[config.mk]
export PLATFORM = sky130hd
export DESIGN_NAME = cpu_perf_monitor
export DESIGN_NICKNAME = d
export VERILOG_FILES = /design/src/rtl/cpu_perf_pkg.sv /design/src/rtl/cpu_perf_monitor_divider.sv /design/src/rtl/cpu_perf_monitor.sv
export SDC_FILE = /design/constraint.sdc
export NUM_CORES = 1
export LEC_CHECK = 0
export ABC_AREA = 1
export CORE_ASPECT_RATIO = 1.75
export CORE_UTILIZATION = 25
export DETAILED_ROUTE_END_ITERATION = 10
export HOLD_SLACK_MARGIN = 0.1
export RECOVER_POWER = 50
export SLEW_MARGIN = 15
export SYNTH_ARGS = -nofsm -noshare
export SYNTH_HDL_FRONTEND = slang
export SYNTH_SLANG_ARGS = --single-unit
[constraint.sdc]
create_clock -name clk_i -period 16.1 [get_ports clk_i]
set_input_delay 3.22 -clock clk_i [delete_from_list [all_inputs] [get_ports clk_i]]
set_output_delay 3.22 -clock clk_i [all_outputs]
set_load 0.05 [all_outputs]
[src/rtl/cpu_perf_pkg.sv]
// Shared definitions for the CPU performance monitor.
//   perf_state_e      : measurement state machine encoding
//   DEFAULT_*         : default counter/fraction widths and divider length
//   div_iters()       : divider iteration count for a given width pair
//   sat_inc()         : increment that sticks at a supplied maximum
package cpu_perf_pkg;

  typedef enum logic [1:0] {
    IDLE,
    RUN,
    DIVIDE,
    DONE
  } perf_state_e;

  localparam int DEFAULT_CNT_WIDTH = 32;
  localparam int DEFAULT_FRAC_BITS = 16;
  localparam int DEFAULT_DIV_ITERS = DEFAULT_CNT_WIDTH + DEFAULT_FRAC_BITS;

  // One quotient bit per iteration over the whole shifted dividend.
  function automatic int div_iters(input int cnt_w, input int frac_b);
    return cnt_w + frac_b;
  endfunction

  // Values are carried at 64 bits so one function serves every counter
  // width up to 64; callers cast back to their own width.
  function automatic logic [63:0] sat_inc(input logic [63:0] value,
                                          input logic [63:0] max_val,
                                          input logic        en);
    if (en && (value != max_val)) begin
      return value + 64'd1;
    end
    return value;
  endfunction

endpackage

[src/rtl/cpu_perf_monitor_divider.sv]
// perf_divider: sequential restoring unsigned divider, MSB first.
//   clk_i, rst_i     : clock, asynchronous active-high reset
//   start_i          : 1-cycle pulse; samples dividend_i/divisor_i and
//                      performs the first iteration on the same edge
//   abort_i          : drops any division in progress
//   dividend_i       : DIVIDEND_W-bit dividend
//   divisor_i        : DIVISOR_W-bit divisor
//   busy_o           : iterations still outstanding
//   valid_o          : 1-cycle pulse, quotient_o/overflow_o meaningful
//   quotient_o       : low QUOT_W bits of the quotient
//   overflow_o       : quotient does not fit QUOT_W bits, or divide by zero
// A division takes DIVIDEND_W start-to-valid edges; divide by zero
// reports overflow on the start edge itself. DIVIDEND_W must exceed QUOT_W.
module perf_divider
  import cpu_perf_pkg::*;
#(
  parameter int DIVIDEND_W = DEFAULT_DIV_ITERS,
  parameter int DIVISOR_W  = DEFAULT_CNT_WIDTH,
  parameter int QUOT_W     = DEFAULT_CNT_WIDTH
) (
  input  logic                  clk_i,
  input  logic                  rst_i,
  input  logic                  start_i,
  input  logic                  abort_i,
  input  logic [DIVIDEND_W-1:0] dividend_i,
  input  logic [DIVISOR_W-1:0]  divisor_i,
  output logic                  busy_o,
  output logic                  valid_o,
  output logic                  overflow_o,
  output logic [QUOT_W-1:0]     quotient_o
);

  localparam int CW = $clog2(DIVIDEND_W + 1);

  // quot_q starts as the dividend and shifts quotient bits in from the
  // right, so after the last step it holds the full quotient.
  logic [DIVISOR_W-1:0]  rem_q,     rem_d;
  logic [DIVIDEND_W-1:0] quot_q,    quot_d;
  logic [DIVISOR_W-1:0]  divisor_q, divisor_d;
  logic [CW-1:0]         cnt_q,     cnt_d;
  logic                  busy_q,    busy_d;
  logic                  valid_q,   valid_d;
  logic                  div0_q,    div0_d;

  logic [DIVISOR_W-1:0]  rem_src;
  logic [DIVIDEND_W-1:0] quot_src;
  logic [DIVISOR_W-1:0]  dsr_src;
  logic [DIVISOR_W:0]    trial;
  logic [DIVISOR_W-1:0]  rem_step;
  logic [DIVIDEND_W-1:0] quot_step;
  logic                  qbit;

  // One restoring step, fed from the inputs on the start edge.
  always_comb begin
    rem_src  = start_i ? '0         : rem_q;
    quot_src = start_i ? dividend_i : quot_q;
    dsr_src  = start_i ? divisor_i  : divisor_q;
    trial    = {rem_src, quot_src[DIVIDEND_W-1]};
    if (trial >= {1'b0, dsr_src}) begin
      // remainder < divisor guarantees the difference fits DIVISOR_W bits
      rem_step = DIVISOR_W'(trial - {1'b0, dsr_src});
      qbit     = 1'b1;
    end else begin
      rem_step = trial[DIVISOR_W-1:0];
      qbit     = 1'b0;
    end
    quot_step = {quot_src[DIVIDEND_W-2:0], qbit};
  end

  always_comb begin
    rem_d     = rem_q;
    quot_d    = quot_q;
    divisor_d = divisor_q;
    cnt_d     = cnt_q;
    busy_d    = busy_q;
    valid_d   = 1'b0;
    div0_d    = div0_q;
    if (abort_i) begin
      busy_d = 1'b0;
      div0_d = 1'b0;
    end else if (start_i) begin
      divisor_d = divisor_i;
      if (divisor_i == '0) begin
        valid_d = 1'b1;
        div0_d  = 1'b1;
        busy_d  = 1'b0;
      end else begin
        rem_d  = rem_step;
        quot_d = quot_step;
        cnt_d  = CW'(DIVIDEND_W - 1);
        div0_d = 1'b0;
        busy_d = 1'b1;
      end
    end else if (busy_q) begin
      rem_d  = rem_step;
      quot_d = quot_step;
      cnt_d  = cnt_q - 1'b1;
      if (cnt_q == CW'(1)) begin
        busy_d  = 1'b0;
        valid_d = 1'b1;
      end
    end
  end

  always_ff @(posedge clk_i or posedge rst_i) begin
    if (rst_i) begin
      rem_q     <= '0;
      quot_q    <= '0;
      divisor_q <= '0;
      cnt_q     <= '0;
      busy_q    <= 1'b0;
      valid_q   <= 1'b0;
      div0_q    <= 1'b0;
    end else begin
      rem_q     <= rem_d;
      quot_q    <= quot_d;
      divisor_q <= divisor_d;
      cnt_q     <= cnt_d;
      busy_q    <= busy_d;
      valid_q   <= valid_d;
      div0_q    <= div0_d;
    end
  end

  assign busy_o     = busy_q;
  assign valid_o    = valid_q;
  assign quotient_o = quot_q[QUOT_W-1:0];
  assign overflow_o = div0_q | (|quot_q[DIVIDEND_W-1:QUOT_W]);

endmodule

[src/rtl/cpu_perf_monitor.sv]
// cpu_perf_monitor: passive CPU-side performance monitor.
//   clk_i, reset_i    : CPU clock, asynchronous active-high reset
//   clear_i           : synchronous pulse, back to IDLE with zeroed results
//   pc_i, read_i, write_i, halted_i : sampled CPU bus activity
//   measuring_o       : high while counting
//   done_o            : high once cpi_o is final; everything then holds
//   cycles_o, instructions_o, mem_reads_o, mem_writes_o : saturating counts
//   cpi_o             : cycles/instructions, Q(CNT_WIDTH-FRAC_BITS).FRAC_BITS
// Counting starts one edge after leaving reset/clear and stops on the
// first edge that sees halted_i; the divider then runs to produce cpi_o.
module cpu_perf_monitor
  import cpu_perf_pkg::*;
#(
  parameter int PC_WIDTH  = 10,
  parameter int CNT_WIDTH = DEFAULT_CNT_WIDTH,
  parameter int FRAC_BITS = DEFAULT_FRAC_BITS
) (
  input  logic                 clk_i,
  input  logic                 reset_i,
  input  logic                 clear_i,
  input  logic [PC_WIDTH-1:0]  pc_i,
  input  logic                 read_i,
  input  logic                 write_i,
  input  logic                 halted_i,
  output logic                 measuring_o,
  output logic                 done_o,
  output logic [CNT_WIDTH-1:0] cycles_o,
  output logic [CNT_WIDTH-1:0] instructions_o,
  output logic [CNT_WIDTH-1:0] mem_reads_o,
  output logic [CNT_WIDTH-1:0] mem_writes_o,
  output logic [CNT_WIDTH-1:0] cpi_o
);

  localparam int DIV_W = div_iters(CNT_WIDTH, FRAC_BITS);
  localparam logic [CNT_WIDTH-1:0] CNT_MAX = '1;

  perf_state_e          state_q,     state_d;
  logic [CNT_WIDTH-1:0] cycles_q,    cycles_d;
  logic [CNT_WIDTH-1:0] instr_q,     instr_d;
  logic [CNT_WIDTH-1:0] reads_q,     reads_d;
  logic [CNT_WIDTH-1:0] writes_q,    writes_d;
  logic [CNT_WIDTH-1:0] cpi_q,       cpi_d;
  logic [PC_WIDTH-1:0]  last_pc_q,   last_pc_d;
  logic                 measuring_q, measuring_d;
  logic                 done_q,      done_d;

  logic                 div_start;
  logic                 div_busy;
  logic                 div_valid;
  logic                 div_ovf;
  logic                 div_done;
  logic [CNT_WIDTH-1:0] div_quot;

  perf_divider #(
    .DIVIDEND_W (DIV_W),
    .DIVISOR_W  (CNT_WIDTH),
    .QUOT_W     (CNT_WIDTH)
  ) u_div (
    .clk_i      (clk_i),
    .rst_i      (reset_i),
    .start_i    (div_start),
    .abort_i    (clear_i),
    .dividend_i ({cycles_q, {FRAC_BITS{1'b0}}}),
    .divisor_i  (instr_q),
    .busy_o     (div_busy),
    .valid_o    (div_valid),
    .overflow_o (div_ovf),
    .quotient_o (div_quot)
  );

  // valid and busy are exclusive; gating on both keeps a result from being
  // taken while the divider still believes it is iterating.
  assign div_done = div_valid & ~div_busy;

  always_comb begin
    state_d   = state_q;
    cycles_d  = cycles_q;
    instr_d   = instr_q;
    reads_d   = reads_q;
    writes_d  = writes_q;
    cpi_d     = cpi_q;
    last_pc_d = last_pc_q;
    div_start = 1'b0;
    if (clear_i) begin
      state_d   = IDLE;
      cycles_d  = '0;
      instr_d   = '0;
      reads_d   = '0;
      writes_d  = '0;
      cpi_d     = '0;
      last_pc_d = '1;
    end else begin
      case (state_q)
        IDLE: state_d = RUN;
        RUN: begin
          if (halted_i) begin
            state_d   = DIVIDE;
            div_start = 1'b1;
          end else begin
            cycles_d  = CNT_WIDTH'(sat_inc(64'(cycles_q), 64'(CNT_MAX), 1'b1));
            reads_d   = CNT_WIDTH'(sat_inc(64'(reads_q),  64'(CNT_MAX), read_i));
            writes_d  = CNT_WIDTH'(sat_inc(64'(writes_q), 64'(CNT_MAX), write_i));
            instr_d   = CNT_WIDTH'(sat_inc(64'(instr_q),  64'(CNT_MAX),
                                           pc_i != last_pc_q));
            last_pc_d = pc_i;
          end
        end
        DIVIDE: begin
          if (div_done) begin
            state_d = DONE;
            cpi_d   = div_ovf ? CNT_MAX : div_quot;
          end
        end
        DONE: state_d = DONE;
        default: state_d = IDLE;
      endcase
    end
    measuring_d = (state_d == RUN);
    done_d      = (state_d == DONE);
  end

  always_ff @(posedge clk_i or posedge reset_i) begin
    if (reset_i) begin
      state_q     <= IDLE;
      cycles_q    <= '0;
      instr_q     <= '0;
      reads_q     <= '0;
      writes_q    <= '0;
      cpi_q       <= '0;
      last_pc_q   <= '1;
      measuring_q <= 1'b0;
      done_q      <= 1'b0;
    end else begin
      state_q     <= state_d;
      cycles_q    <= cycles_d;
      instr_q     <= instr_d;
      reads_q     <= reads_d;
      writes_q    <= writes_d;
      cpi_q       <= cpi_d;
      last_pc_q   <= last_pc_d;
      measuring_q <= measuring_d;
      done_q      <= done_d;
    end
  end

  assign measuring_o    = measuring_q;
  assign done_o         = done_q;
  assign cycles_o       = cycles_q;
  assign instructions_o = instr_q;
  assign mem_reads_o    = reads_q;
  assign mem_writes_o   = writes_q;
  assign cpi_o          = cpi_q;

endmodule

# [After elaboration in Yosys (flattened, before gate mapping)]
# Cells that the tools add are included.
[classes] n_reduce_logical=22 n_eq_ne=13 n_lt_le_gt_ge=1 add_sub_neg=6 n_mux=76 bitwise=4
[ops] op="$mux 32" n=30
[ops] op="$mux 48" n=4
[ops] op="$add 32x1->32 const B" n=4
[ops] op="$ne 32x32->1 const B" n=4
[ops] op="$ge 33x32->1" n=1
[ops] op="$logic_not 32->1" n=1
[ops] op="$mux 1" n=32
[ops] op="$sub 32x32->32" n=1
[ops] op="$mux 10" n=3
[ops] op="$mux 6" n=3
[ops] op="$reduce_bool 2->1" n=9
[ops] op="$reduce_or 16->1" n=1
[ops] op="$reduce_and 3->1" n=5
[ops] op="$ne 10x10->1" n=1
[ops] op="$pmux 2 s4" n=1
[ops] op="$eq 2x2->1 const B" n=3
[ops] op="$eq 6x1->1 const B" n=1
[ops] op="$mux 2" n=3
[ops] op="$sub 6x1->6 const B" n=1
[ops] op="$eq 2x1->1 const B" n=2
[ops] op="$ne 2x2->1 const B" n=2
[ops] op="$reduce_and 2->1" n=2
[ops] op="$logic_and 1x1->1" n=3
[ops] op="$logic_not 2->1" n=1
[ops] op="3 further kinds" n=4
[word_totals] word_cells=138 inputBits=16 register_bits=295

# [Depth between registers and ports, before layout]
# Gate-level depths: netlist of run 1.
[logic_depth] depth_word=10 mapped_depth=26 ltp_nobuf=22

# [By module]
# Synthesis of run 1 repeated with hierarchy kept, for this count alone.
[unflattened] hier_cells=2846 area_unflattened_um2=19108.3
[modules_own_cells] module="cpu_perf_monitor" seq_area_each_um2=4366.7 area_per_inst_um2=10092.2 cells_each=1477 n_inst=1
[modules_own_cells] module="perf_divider" seq_area_each_um2=3027.9 area_per_inst_um2=9016.1 cells_each=1369 n_inst=1

# [Least setup slack after synthesis of run 1]
# No wires, ideal clock.
[synth_timing] path_kind="input-to-reg" from="input port clear_i" to="register u_div.rem_q[8]" setup_ns=0.127 arrival_ns=5.723 path_stages=24 setup_slack_ns=10.250 cell_sequence="buf_4 inv_4 nand2_2 buf_4 inv_2 buf_4 buf_2 or2_2 o21ai_0 ha_1 buf_2 nand2_1 nand2_1 nand2_1 nand2_1 nand2_1 nand3_1 nand2_1 nand2_2 nand2_4 buf_2 nand3_1 nand3_1 o21ai_1"
[synth_via] elab_chain_len=6
[synth_lines] item="from (decl)" line_no="cpu_perf_monitor.sv:20" source="input logic clear_i,"
[synth_lines] item="$mux 1" line_no="cpu_perf_monitor.sv:84" source="if (clear_i) begin"
[synth_lines] item="$mux 48 (tied with other cells)" line_no="cpu_perf_monitor_divider.sv:56" source="quot_src = start_i ? dividend_i : quot_q;"
[synth_lines] item="$sub 32x32->32 or $ge 33x32->1 (tied branches)" line_no="cpu_perf_monitor_divider.sv:61, cpu_perf_monitor_divider.sv:59"
[synth_lines] item="$mux 32" line_no="cpu_perf_monitor_divider.sv:59" source="if (trial >= {1'b0, dsr_src}) begin"
[synth_lines] item="$mux 32 (on tied branches)" line_no="cpu_perf_monitor_divider.sv:94, cpu_perf_monitor_divider.sv:83"
[synth_lines] item="$mux 32" line_no="cpu_perf_monitor_divider.sv:81" source="end else if (start_i) begin"
[synth_lines] item="to (signal assigned)" line_no="cpu_perf_monitor_divider.sv:115" source="rem_q <= rem_d;"
[synth_lines] item="to (decl)" line_no="cpu_perf_monitor_divider.sv:37" source="logic [DIVISOR_W-1:0] rem_q, rem_d;"
# Parallel ways exist; a longest one is shown, timed or not. The select of a mux whose other input is x is not followed.
# A chain may end at the register's enable or synchronous reset.

# [Worst setup path in the final report of run 1]
[layout_timing] from="input port clear_i" to="register u_div.rem_q[26]"
# The elaborated chain is that of the path after synthesis.

==> results.py, run 1 <==
metrics = {
    "timing": {
        "setup_viol": 0,
        "rsz0062_at_grt": "false",
        "timing.final.crit_share_pct": 67.9,
        "setup_ws_ps": 5170,
        "worst_pin_slew_ps": 5280,
        "fin_setup_tns_ps": 0,
        "slew_violations": 511,
        "slew_headroom_pct": -254,
        "skew_ps": 31.7,
        "fmax_mhz": 91.5,
        "period_needed_ps": 10930,
        "hold_viol": 0,
    },
    "drt": {
        "ant_nets": 0,
        "wl_met3_um": 3040,
        "drt_iter0_drc": 1003,
        "drc": 0,
        "wire_per_inst_um": 17.2,
        "met1_length_um": 24500,
        "firstDrtPassIters": 5,
        "vias": 17700,
        "wl_met2_um": 34700,
        "viasPerCell": 4.61,
        "top_layer_used": "met5",
        "totalWireLength_um": 66200,
    },
    "place": {
        "dp_hpwl_um": 49700,
        "gp_congestion": 0.953,
        "place_ws_ps": 7900,
        "port_buffers": 177,
        "dp.cells": 3783,
        "dpl_cell_area_sq_um": 21500,
    },
    "logic_synthesis": {
        "syn_avg_cell_area_sq_um": 7.07,
        "syn_inst": 2683,
        "synth-seq-cells": 295,
        "synth_warnings": 0,
        "synthFlopType": "dfrtp_1",
        "synthArstFlopShare_pct": 100,
        "ys_seq_area_share_pct": 39.0,
        "syn_area_sq_um": 19000,
        "synthesis.nets": 2739,
        "synth_cell_types": 55,
        "synth_edf_count": 0,
    },
    "worst_setup_path": {
        "crit_path_start": "clear_i",
        "cp-endpoint": "u_div.rem_q[26]",
        "critical_path_class": "input pin to flip-flop",
        "reg2reg_to": "u_div.rem_q[26]",
        "worstSetupStartpointType": "input pin",
        "crit_fanout": 74,
        "ff2ff_path_depth": 18,
        "crit_arrival_ps": 11410,
        "r2r_setup_slack_ps": 9840,
        "r2r_start": "state_q[0]",
        "required_ps": 16580,
        "end_kind": "flip-flop",
    },
    "run_status": {
        "violations": "capacitance limit, slew limit",
        "status": "complete, but fails checks",
    },
    "power": {
        "leakagePower_nw": 10.2,
        "power.total_mw": 2.97,
        "ir_drop_uv": 93.2,
        "pwr_density_cell_nw_per_um2": 131,
    },
    "global_routing": {
        "overflow": 0,
        "grt_max_degree": 116,
        "antenna_found_initial": 1,
        "grt_pass1_vias": 18000,
        "grt_first_pass_wirelength_um": 103000,
        "grt_usage_pct": 17.2,
    },
    "cts": {
        "root_buffer": "clkbuf_16",
        "clkSinkCount": 295,
        "clk_pin_slew_ps": 70,
        "numCtsBuffers": 31,
        "cts_max_path_buffers": 3,
        "cts_setup_buffers": 0,
        "post_cts_resized": 0,
        "postCtsHoldBufs": 0,
        "clock_latency_ps": 610,
        "cts_tree": "done",
        "htreeDepth": 1,
    },
    "die": {
        "start_util_pct": 25.3,
        "fp.dieH_um": 366,
        "rows": 133,
        "coreArea_sq_um": 75100,
        "die_area_sq_um": 77000,
        "io_pins": 178,
        "die_x_um": 210,
    },
    "layout": {
        "area_delta_synth_final_pct": 18.9,
        "final_nets": 2860,
        "design_area_sq_um": 22600,
        "layout_common_cells": "809 x nand2_1, 344 x inv_1, 291 x nor2_1",
        "final_common_cell": "nand2_1",
        "antennaDiodeCount": 0,
        "finalNonFillerCells": 3840,
        "drive_above_1_share_pct": 6.40,
    },
    "flow_run": {
        "maxCapViolCount": 9,
    },
    "worst_hold_path": {
        "hold_path.class": "flip-flop to flip-flop",
    },
}
## registers in the layout, summed over array words and instances, names as in the netlist, 2 cells and up
name	flops
instructions_o	32
u_div.divisor_q	32
last_pc_q	10
mem_reads_o	32
cpi_o	32
state_q	2
cycles_o	32
u_div.rem_q	32
u_div.quot_q	48
u_div.cnt_q	6
mem_writes_o	32
## through the flow
stage	utilization, %	hold slack, ps
2_1_floorplan	-	443
3_3_place_gp	28.7	460
3_5_place_dp	28.7	465
4_1_cts	30.2	482
5_1_grt	30.1	496
6_report	30.1	481
## critical path, stage by stage
cell and delay [ps]:
clkbuf_1 1510, inv_4 770, nand2_2 280, clkbuf_1 2440
o21ai_0 760, ha_1 530, nand2_1 190, nor2_1 80
nand3_1 80, nand3_1 220, nand2_1 170, nand2_2 100
nand2_4 250, nand2_8 230, nand2_1 230, nand2_1 80
nand2_1 70, nand2_1 50
## cells by family (layout without fill, tap and decap cells)
group | count (synthesis) | count (layout) | synth area share, %
AOI/OAI and AO/OA | 278 | 278 | 8.58
xor gates and xnor gates | 89 | 89 | 4.11
adders and majority gates | 40 | 40 | 2.68
buffers and inverters | 461 | 606 | 10.4
DFF | 295 | 295 | 39.0
and+or+nand+nor | 1520 | 1520 | 35.3
## area by class of cell
class	count	area, sq um
clock buffer	44	905
fill	8160	52500
timing repair buffer	190	1840
inverter	359	1360
sequential	295	7390
multi-input combinational	1927	9580
clock inverter	13	225
tap	1012	1270
## synthesized netlist by cell type, types with 2 or more instances
cell type | instances | area (sq um)
a21oi_1 | 30 | 150
o21ai_2 | 7 | 61.3
o22ai_1 | 47 | 294
nand2_1 | 807 | 3030
buf_4 | 14 | 105
nand3b_1 | 25 | 188
o21ai_1 | 44 | 220
o21ai_0 | 86 | 430
nor3_1 | 64 | 320
o21bai_1 | 6 | 45.0
nor2_2 | 11 | 68.8
clkbuf_1 | 32 | 120
inv_2 | 13 | 48.8
a31oi_1 | 24 | 150
nand2_2 | 11 | 68.8
nand2_4 | 4 | 45.0
nand3_1 | 164 | 821
nor4_1 | 14 | 87.6
inv_1 | 343 | 1290
o31ai_1 | 22 | 165
o31ai_2 | 4 | 50.1
nor3_2 | 2 | 20.0
nor2_4 | 6 | 67.6
nand4_2 | 7 | 87.6
or2_2 | 41 | 257
nor2_1 | 291 | 1090
ha_1 | 39 | 488
o211ai_1 | 4 | 30.0
nand3_2 | 5 | 50.1
dfrtp_1 | 285 | 7130
and2_1 | 5 | 31.3
dfstp_2 | 10 | 263
xnor2_1 | 30 | 263
buf_1 | 4 | 15.0
xor2_1 | 59 | 517
nor3b_1 | 3 | 22.5
nand4_1 | 52 | 325
buf_6 | 16 | 180
inv_4 | 2 | 12.5
nand3_4 | 2 | 35.0
buf_2 | 34 | 170
## metal layers
layer / global-route usage (%) / vias up
li1: - / 8797
met1: 18.1 / 8292
met2: 32.1 / 444
met3: 2.71 / 179
met4: 10.0 / 2
met5: 0 / -
## power by group
part / total [mW] / switching [mW] / internal [mW]
sequential: 0.952 / 0.0778 / 0.874
clock: 0.818 / 0.342 / 0.475
combinational: 1.20 / 0.809 / 0.387
## worst min-delay path by stage
stage	startpoint	end	slack, ps	cells past startpoint
after floorplan	u_div.divisor_q[0]	u_div.divisor_q[0]	440	2
after global placement	u_div.divisor_q[0]	u_div.divisor_q[0]	460	2
after detailed placement	u_div.rem_q[22]	u_div.rem_q[22]	460	2
after CTS	u_div.rem_q[17]	u_div.rem_q[17]	480	2
after global routing	u_div.rem_q[17]	u_div.rem_q[17]	500	2
final	u_div.rem_q[9]	u_div.rem_q[9]	480	2
(Power assumes the default switching activity.)
==> inputs of run 2 (changes only) <==
- clock period: 16.1 -> 10.81 ns (I/O delays scaled with it)
==> run 2 against run 1 <==
Clock power grew 56%. Largest cell class unchanged. Die area unchanged. Critical endpoint is now u_div.rem_q[20]. Combinational power increased by 58%. The flow still finishes with violations (capacitance limit, slew limit). Final cell count increased by 0.10%. Highest routed layer unchanged. Clock-buffer cell count unchanged. Register-to-register slack worse by 4400 ps. Flip-flop and latch count unchanged. Worst setup slack worse by 2600 ps.
==> results.py, run 2 (same netlist as run 1, synthesis figures left out) <==
metrics = {
    "power": {
        "clock_power_share_pct": 27.8,
        "pwr_density_cell_nw_per_um2": 203,
        "ir_drop_uv": 115,
        "leakagePower_nw": 10.2,
        "p_seq_share_pct": 30.8,
        "swShare_pct": 42.4,
        "pwr-share-comb_pct": 41.4,
        "p_switching_mw": 1.95,
        "intPower_mw": 2.65,
    },
    "cts": {
        "numCtsBuffers": 34,
        "clk_pin_slew_ps": 60,
        "postCtsHoldBufs": 0,
        "cts_max_path_buffers": 3,
        "clkSinkCount": 295,
        "cts_tree": "done",
        "post_cts_resized": 0,
        "htreeDepth": 2,
        "cts_setup_buffers": 0,
        "clock_latency_ps": 550,
        "root_buffer": "clkbuf_16",
    },
    "timing": {
        "fin_setup_tns_ps": 0,
        "worst_pin_slew_ps": 4860,
        "slew_headroom_pct": -226,
        "setup_viol": 0,
        "period_needed_ps": 8200,
        "rsz0062_at_grt": "false",
        "timing.final.crit_share_pct": 75.8,
        "fmax_mhz": 122,
        "hold_viol": 0,
        "slew_violations": 290,
        "skew_ps": 19.3,
    },
    "worst_setup_path": {
        "crit_arrival_ps": 8640,
        "cpMostUsedCell": "nand2_1",
        "critPathMaxStageDelay_ps": 1440,
        "worstSetupStartpointType": "input pin",
        "slowest_stage": "clkbuf_1",
        "end_kind": "flip-flop",
        "required_ps": 11250,
        "crit_fanout": 57,
        "crit_chain": "clkbuf_1 -> inv_4 -> nand2_1 -> inv_2 -> buf_4 -> nor2_1 -> ha_1 -> nand2_1 -> nor2_2 -> nand2_1 -> nor2_1 -> nand2_1 -> nand3_4 -> nor2_8 -> nand2_8 -> nand2_1 -> nand2_1 -> nand2_1 -> nand2_1",
        "critical_path_class": "input pin to flip-flop",
    },
    "global_routing": {
        "grt_pass1_vias": 18000,
        "overflow": 0,
        "grt_usage_pct": 17.8,
        "grt_first_pass_wirelength_um": 105000,
        "antenna_found_initial": 1,
        "grt_max_degree": 104,
    },
    "drt": {
        "firstDrtPassIters": 5,
        "drt_iter0_drc": 1030,
        "totalWireLength_um": 68100,
        "viasPerCell": 4.67,
        "vias": 17900,
        "drc": 0,
        "wire_per_inst_um": 17.7,
        "ant_nets": 0,
    },
    "layout": {
        "drive_above_1_share_pct": 6.71,
        "post-route-util_pct": 30.2,
        "area_delta_synth_final_pct": 19.4,
        "regMostFlops": "u_div.quot_q",
        "antennaDiodeCount": 0,
        "largest_reg_flops": 48,
        "final_common_cell": "nand2_1",
        "layout_common_cells": "811 x nand2_1, 343 x inv_1, 292 x nor2_1",
        "fillers": 8240,
        "final_nets": 2864,
    },
    "die": {
        "die_area_sq_um": 77000,
        "fp.dieH_um": 366,
        "io_pins": 178,
        "rows": 133,
        "coreArea_sq_um": 75100,
        "start_util_pct": 25.3,
        "die_x_um": 210,
    },
    "worst_hold_path": {
        "hold_path.class": "flip-flop to flip-flop",
    },
    "place": {
        "gp_congestion": 0.986,
        "dp_hpwl_um": 51100,
        "port_buffers": 177,
    },
    "run_status": {
        "status": "complete, but fails checks",
        "violations": "capacitance limit, slew limit",
    },
    "flow_run": {
        "maxCapViolCount": 6,
    },
}
[run 2: cell types whose count changed in the layout (fill, tap and decap cells not counted), moves of 2 or more]
cell / previous run / this run
clkbuf_1: 13 / 6
o21ai_1: 36 / 40
inv_8: 4 / 1
clkbuf_16: 31 / 35
clkdlybuf4s50_1: 132 / 163
clkinv_2: 3 / 7
clkinvlp_4: 1 / 3
nand2_1: 809 / 811
o21ai_0: 99 / 95
buf_4: 6 / 10
dlygate4sd3_1: 44 / 13
[run 2: worst paths after layout]
path | from | endpoint | slack (ps) | cells after the start
setup / recovery | clear_i | u_div.rem_q[20] | 2610 | 19
hold / removal | u_div.divisor_q[0] | u_div.divisor_q[0] | 480 | 2
setup reg to reg | state_q[1] | u_div.rem_q[31] | 5450 | 16
hold reg to reg | u_div.divisor_q[0] | u_div.divisor_q[0] | 480 | 2
max in group asynchronous | reset_i | cycles_o[7] | 4740 | 3
min in group asynchronous | reset_i | instructions_o[5] | 3590 | 2
[run 2: layout make-up]
| cell class | count | area [sq um] | area share [%] |
|---|---|---|---|
| Inverter | 359 | 1360 | 5.98 |
| Clock buffer | 44 | 990 | 4.37 |
| Multi-Input combinational cell | 1927 | 9560 | 42.2 |
| Timing Repair Buffer | 191 | 1860 | 8.19 |
| Tap cell | 1012 | 1270 | 5.59 |
| Clock inverter | 16 | 226 | 1.00 |
| Sequential cell | 295 | 7390 | 32.7 |
[run 2: per-stage QoR]
| stage | hold slack [ps] | cell area [sq um] | total power, mW | instances | setup slack [ps] |
|---|---|---|---|---|---|
| 6_report | 477 | 22600 | 4.60 | 3844 | 2610 |
| 5_1_grt | 495 | 22600 | 4.90 | 3844 | 2020 |
| 4_1_cts | 483 | 22700 | 4.64 | 3844 | 4120 |
| 3_5_place_dp | 465 | 21500 | 3.33 | 3784 | 3540 |
| 3_3_place_gp | 464 | 21500 | 3.34 | 3784 | 3590 |
| 2_1_floorplan | 443 | 19000 | 2.73 | 2683 | 517 |
[run 2: per-layer routing]
layer | vias up | wire length, um | share of wire (%) | GRT usage [%]
met5 | - | 12 | 0.018 | 0
met4 | 2 | 5160 | 7.6 | 12.6
met3 | 192 | 2750 | 4.0 | 2.43
met2 | 470 | 34800 | 51 | 32.1
met1 | 8468 | 25400 | 37 | 18.7
li1 | 8804 | - | - | -
[run 2: power by group through the flow]
stage | logic, mW | clock network [mW] | registers, mW
3_5_place_dp | 1.90 | 0 | 1.43
6_report | 1.90 | 1.28 | 1.41
2_1_floorplan | 1.31 | 0 | 1.42
4_1_cts | 1.90 | 1.32 | 1.41
5_1_grt | 2.11 | 1.35 | 1.44
3_3_place_gp | 1.91 | 0 | 1.43
[run 2: critical path: cells and delay by family]
kind	cells	cell delay (ps)
and+or+nand+nor	14	3210
buffers and inverters	4	2800
adders and majority gates	1	380
==> inputs of run 3 (changes only) <==
- clock period: 10.81 -> 6.88 ns (I/O delays scaled with it)
==> run 3 against run 2 <==
The run still ends with capacitance limit, slew limit left. Sequential share of layout area hardly changed. Sequential power is 57% higher. Combinational power is 51% higher. Clock-buffer cell count is 2 higher. Global-route usage is 0.68 points lower. Largest power group unchanged. First-iteration DRC count is 11% higher.
==> results.py, run 3 (same netlist as run 1, synthesis figures left out) <==
metrics = {
    "die": {
        "die_area_sq_um": 77000,
        "io_pins": 178,
        "coreArea_sq_um": 75100,
        "rows": 133,
        "start_util_pct": 25.3,
        "die_x_um": 210,
        "fp.dieH_um": 366,
    },
    "worst_setup_path": {
        "critPathMaxStageDelay_ps": 1230,
        "path_depth": 19,
        "critical_path_class": "input pin to flip-flop",
        "slowest_stage": "inv_1",
        "crit_chain": "clkdlybuf4s50_1 -> nand2_1 -> nor2_2 -> nand2_2 -> inv_1 -> nor2_1 -> ha_1 -> nand2_1 -> nand2_1 -> nand2_1 -> nand3_1 -> a21oi_2 -> nor2_2 -> nor2_8 -> nand2_8 -> nand2_1 -> nand2_1 -> nand2_1 -> nand2_1",
        "r2r_start": "state_q[1]",
        "cp-endpoint": "u_div.rem_q[29]",
        "crit_path_start": "halted_i",
        "end_kind": "flip-flop",
        "path_delay_family": "simple AND/OR/NAND/NOR gates",
        "ff2ff_path_depth": 17,
        "cpMostUsedCell": "nand2_1",
        "required_ps": 7310,
        "crit_arrival_ps": 6080,
        "r2r_setup_slack_ps": 2220,
        "crit_fanout": 56,
        "worstSetupStartpointType": "input pin",
        "path_buf_inv": 2,
        "reg2reg_to": "u_div.rem_q[29]",
    },
    "worst_hold_path": {
        "hold_path.class": "flip-flop to flip-flop",
    },
    "cts": {
        "root_buffer": "clkbuf_16",
        "clock_latency_ps": 540,
        "postCtsHoldBufs": 0,
        "cts_tree": "done",
        "clkSinkCount": 295,
        "clk_pin_slew_ps": 60,
        "cts_setup_buffers": 0,
        "htreeDepth": 2,
        "numCtsBuffers": 35,
        "post_cts_resized": 0,
        "cts_max_path_buffers": 3,
    },
    "drt": {
        "wl_met3_um": 2650,
        "firstDrtPassIters": 8,
        "met1_length_um": 24800,
        "drc": 0,
        "viasPerCell": 4.63,
        "vias": 17800,
        "ant_nets": 0,
        "wl_met2_um": 33800,
        "wire_per_inst_um": 17.0,
        "top_layer_used": "met4",
        "totalWireLength_um": 65500,
        "drt_iter0_drc": 1141,
    },
    "layout": {
        "largest_reg_flops": 48,
        "finalNonFillerCells": 3847,
        "drive_above_1_share_pct": 6.88,
        "regMostFlops": "u_div.quot_q",
        "antennaDiodeCount": 0,
        "final_nets": 2867,
        "final_common_cell": "nand2_1",
        "area_delta_synth_final_pct": 19.3,
        "layout_common_cells": "809 x nand2_1, 343 x inv_1, 291 x nor2_1",
    },
    "global_routing": {
        "grt_first_pass_wirelength_um": 102000,
        "grt_usage_pct": 17.1,
        "overflow": 0,
        "grt_max_degree": 151,
        "antenna_found_initial": 0,
        "grt_pass1_vias": 18000,
    },
    "power": {
        "clock_power_share_pct": 27.7,
        "pwr-share-comb_pct": 40.7,
        "swShare_pct": 41.8,
        "intPower_mw": 4.09,
        "leakagePower_nw": 10.1,
        "pwr_density_cell_nw_per_um2": 311,
        "ir_drop_uv": 183,
        "p_switching_mw": 2.93,
        "p_seq_share_pct": 31.7,
    },
    "timing": {
        "whs_ps": 475,
        "setup_viol": 0,
        "slew_violations": 506,
        "fin_setup_tns_ps": 0,
        "worst_pin_slew_ps": 2960,
        "fmax_mhz": 177,
        "timing.final.crit_share_pct": 82.1,
        "slew_headroom_pct": -97.6,
        "period_needed_ps": 5650,
        "skew_ps": 18.1,
        "rsz0062_at_grt": "false",
        "hold_viol": 0,
    },
    "place": {
        "dp_hpwl_um": 48300,
        "port_buffers": 177,
        "dp.cells": 3786,
        "gp_congestion": 0.987,
    },
    "run_status": {
        "status": "complete, but fails checks",
        "violations": "capacitance limit, slew limit",
    },
    "flow_run": {
        "maxCapViolCount": 8,
    },
}
-- run 3: worst min-delay path by stage --
stage,startpoint,to,slack [ps],depth (start not counted)
global route,u_div.rem_q[15],u_div.rem_q[15],490,2
global placement,u_div.divisor_q[0],u_div.divisor_q[0],460,2
floorplan,u_div.divisor_q[0],u_div.divisor_q[0],440,2
CTS,u_div.rem_q[18],u_div.rem_q[18],480,2
detailed placement,u_div.rem_q[18],u_div.rem_q[18],460,2
finish,u_div.rem_q[18],u_div.rem_q[18],480,2
-- run 3: metal layers --
layer / vias to the layer above / global-route usage, %
met2: 457 / 31.5
met5: - / 0
met1: 8361 / 17.9
li1: 8814 / -
met4: 0 / 10.7
met3: 192 / 2.51
-- run 3: cell type report --
class / instances / area [sq um]
clock inverters: 15 / 174
inverters: 359 / 1360
flip-flops and latches: 295 / 7390
repair buffers: 193 / 1870
multi-input cells: 1927 / 9570
well taps: 1012 / 1270
fillers: 8193 / 52400
clock buffers: 46 / 997
-- run 3: power by group through the flow --
| stage | clock network (mW) | logic, mW | registers, mW |
|---|---|---|---|
| after floorplan | 0 | 2.06 | 2.23 |
| after global placement | 0 | 2.82 | 2.25 |
| after detailed placement | 0 | 2.84 | 2.25 |
| after CTS | 2.02 | 2.85 | 2.22 |
| after global routing | 2.07 | 3.21 | 2.27 |
| final | 1.94 | 2.86 | 2.22 |
-- run 3: worst reg2reg max path: stages, from the launching register on --
cell     delay, ps
dfrtp_1        410
nor2_2         190
nand2_2         70
inv_1         1230
nor2_1         420
ha_1           530
nand2_1        110
nand2_1         70
nand2_1         60
nand3_1        100
a21oi_2        180
nor2_2          90
nor2_8         370
nand2_8        240
nand2_1        280
nand2_1         90
nand2_1         80
nand2_1         40
-- run 3: stage by stage --
| stage | setup WS, ps | power, mW | utilization, % | instance area, sq um |
|---|---|---|---|---|
| 6_report | 1230 | 7.03 | 30.1 | 22600 |
| 3_3_place_gp | 1370 | 5.08 | 28.7 | 21500 |
| 4_1_cts | 1870 | 7.10 | 30.3 | 22700 |
| 2_1_floorplan | 1600 | 4.29 | - | 19000 |
| 5_1_grt | 794 | 7.55 | 30.1 | 22600 |
| 3_5_place_dp | 1300 | 5.09 | 28.7 | 21500 |
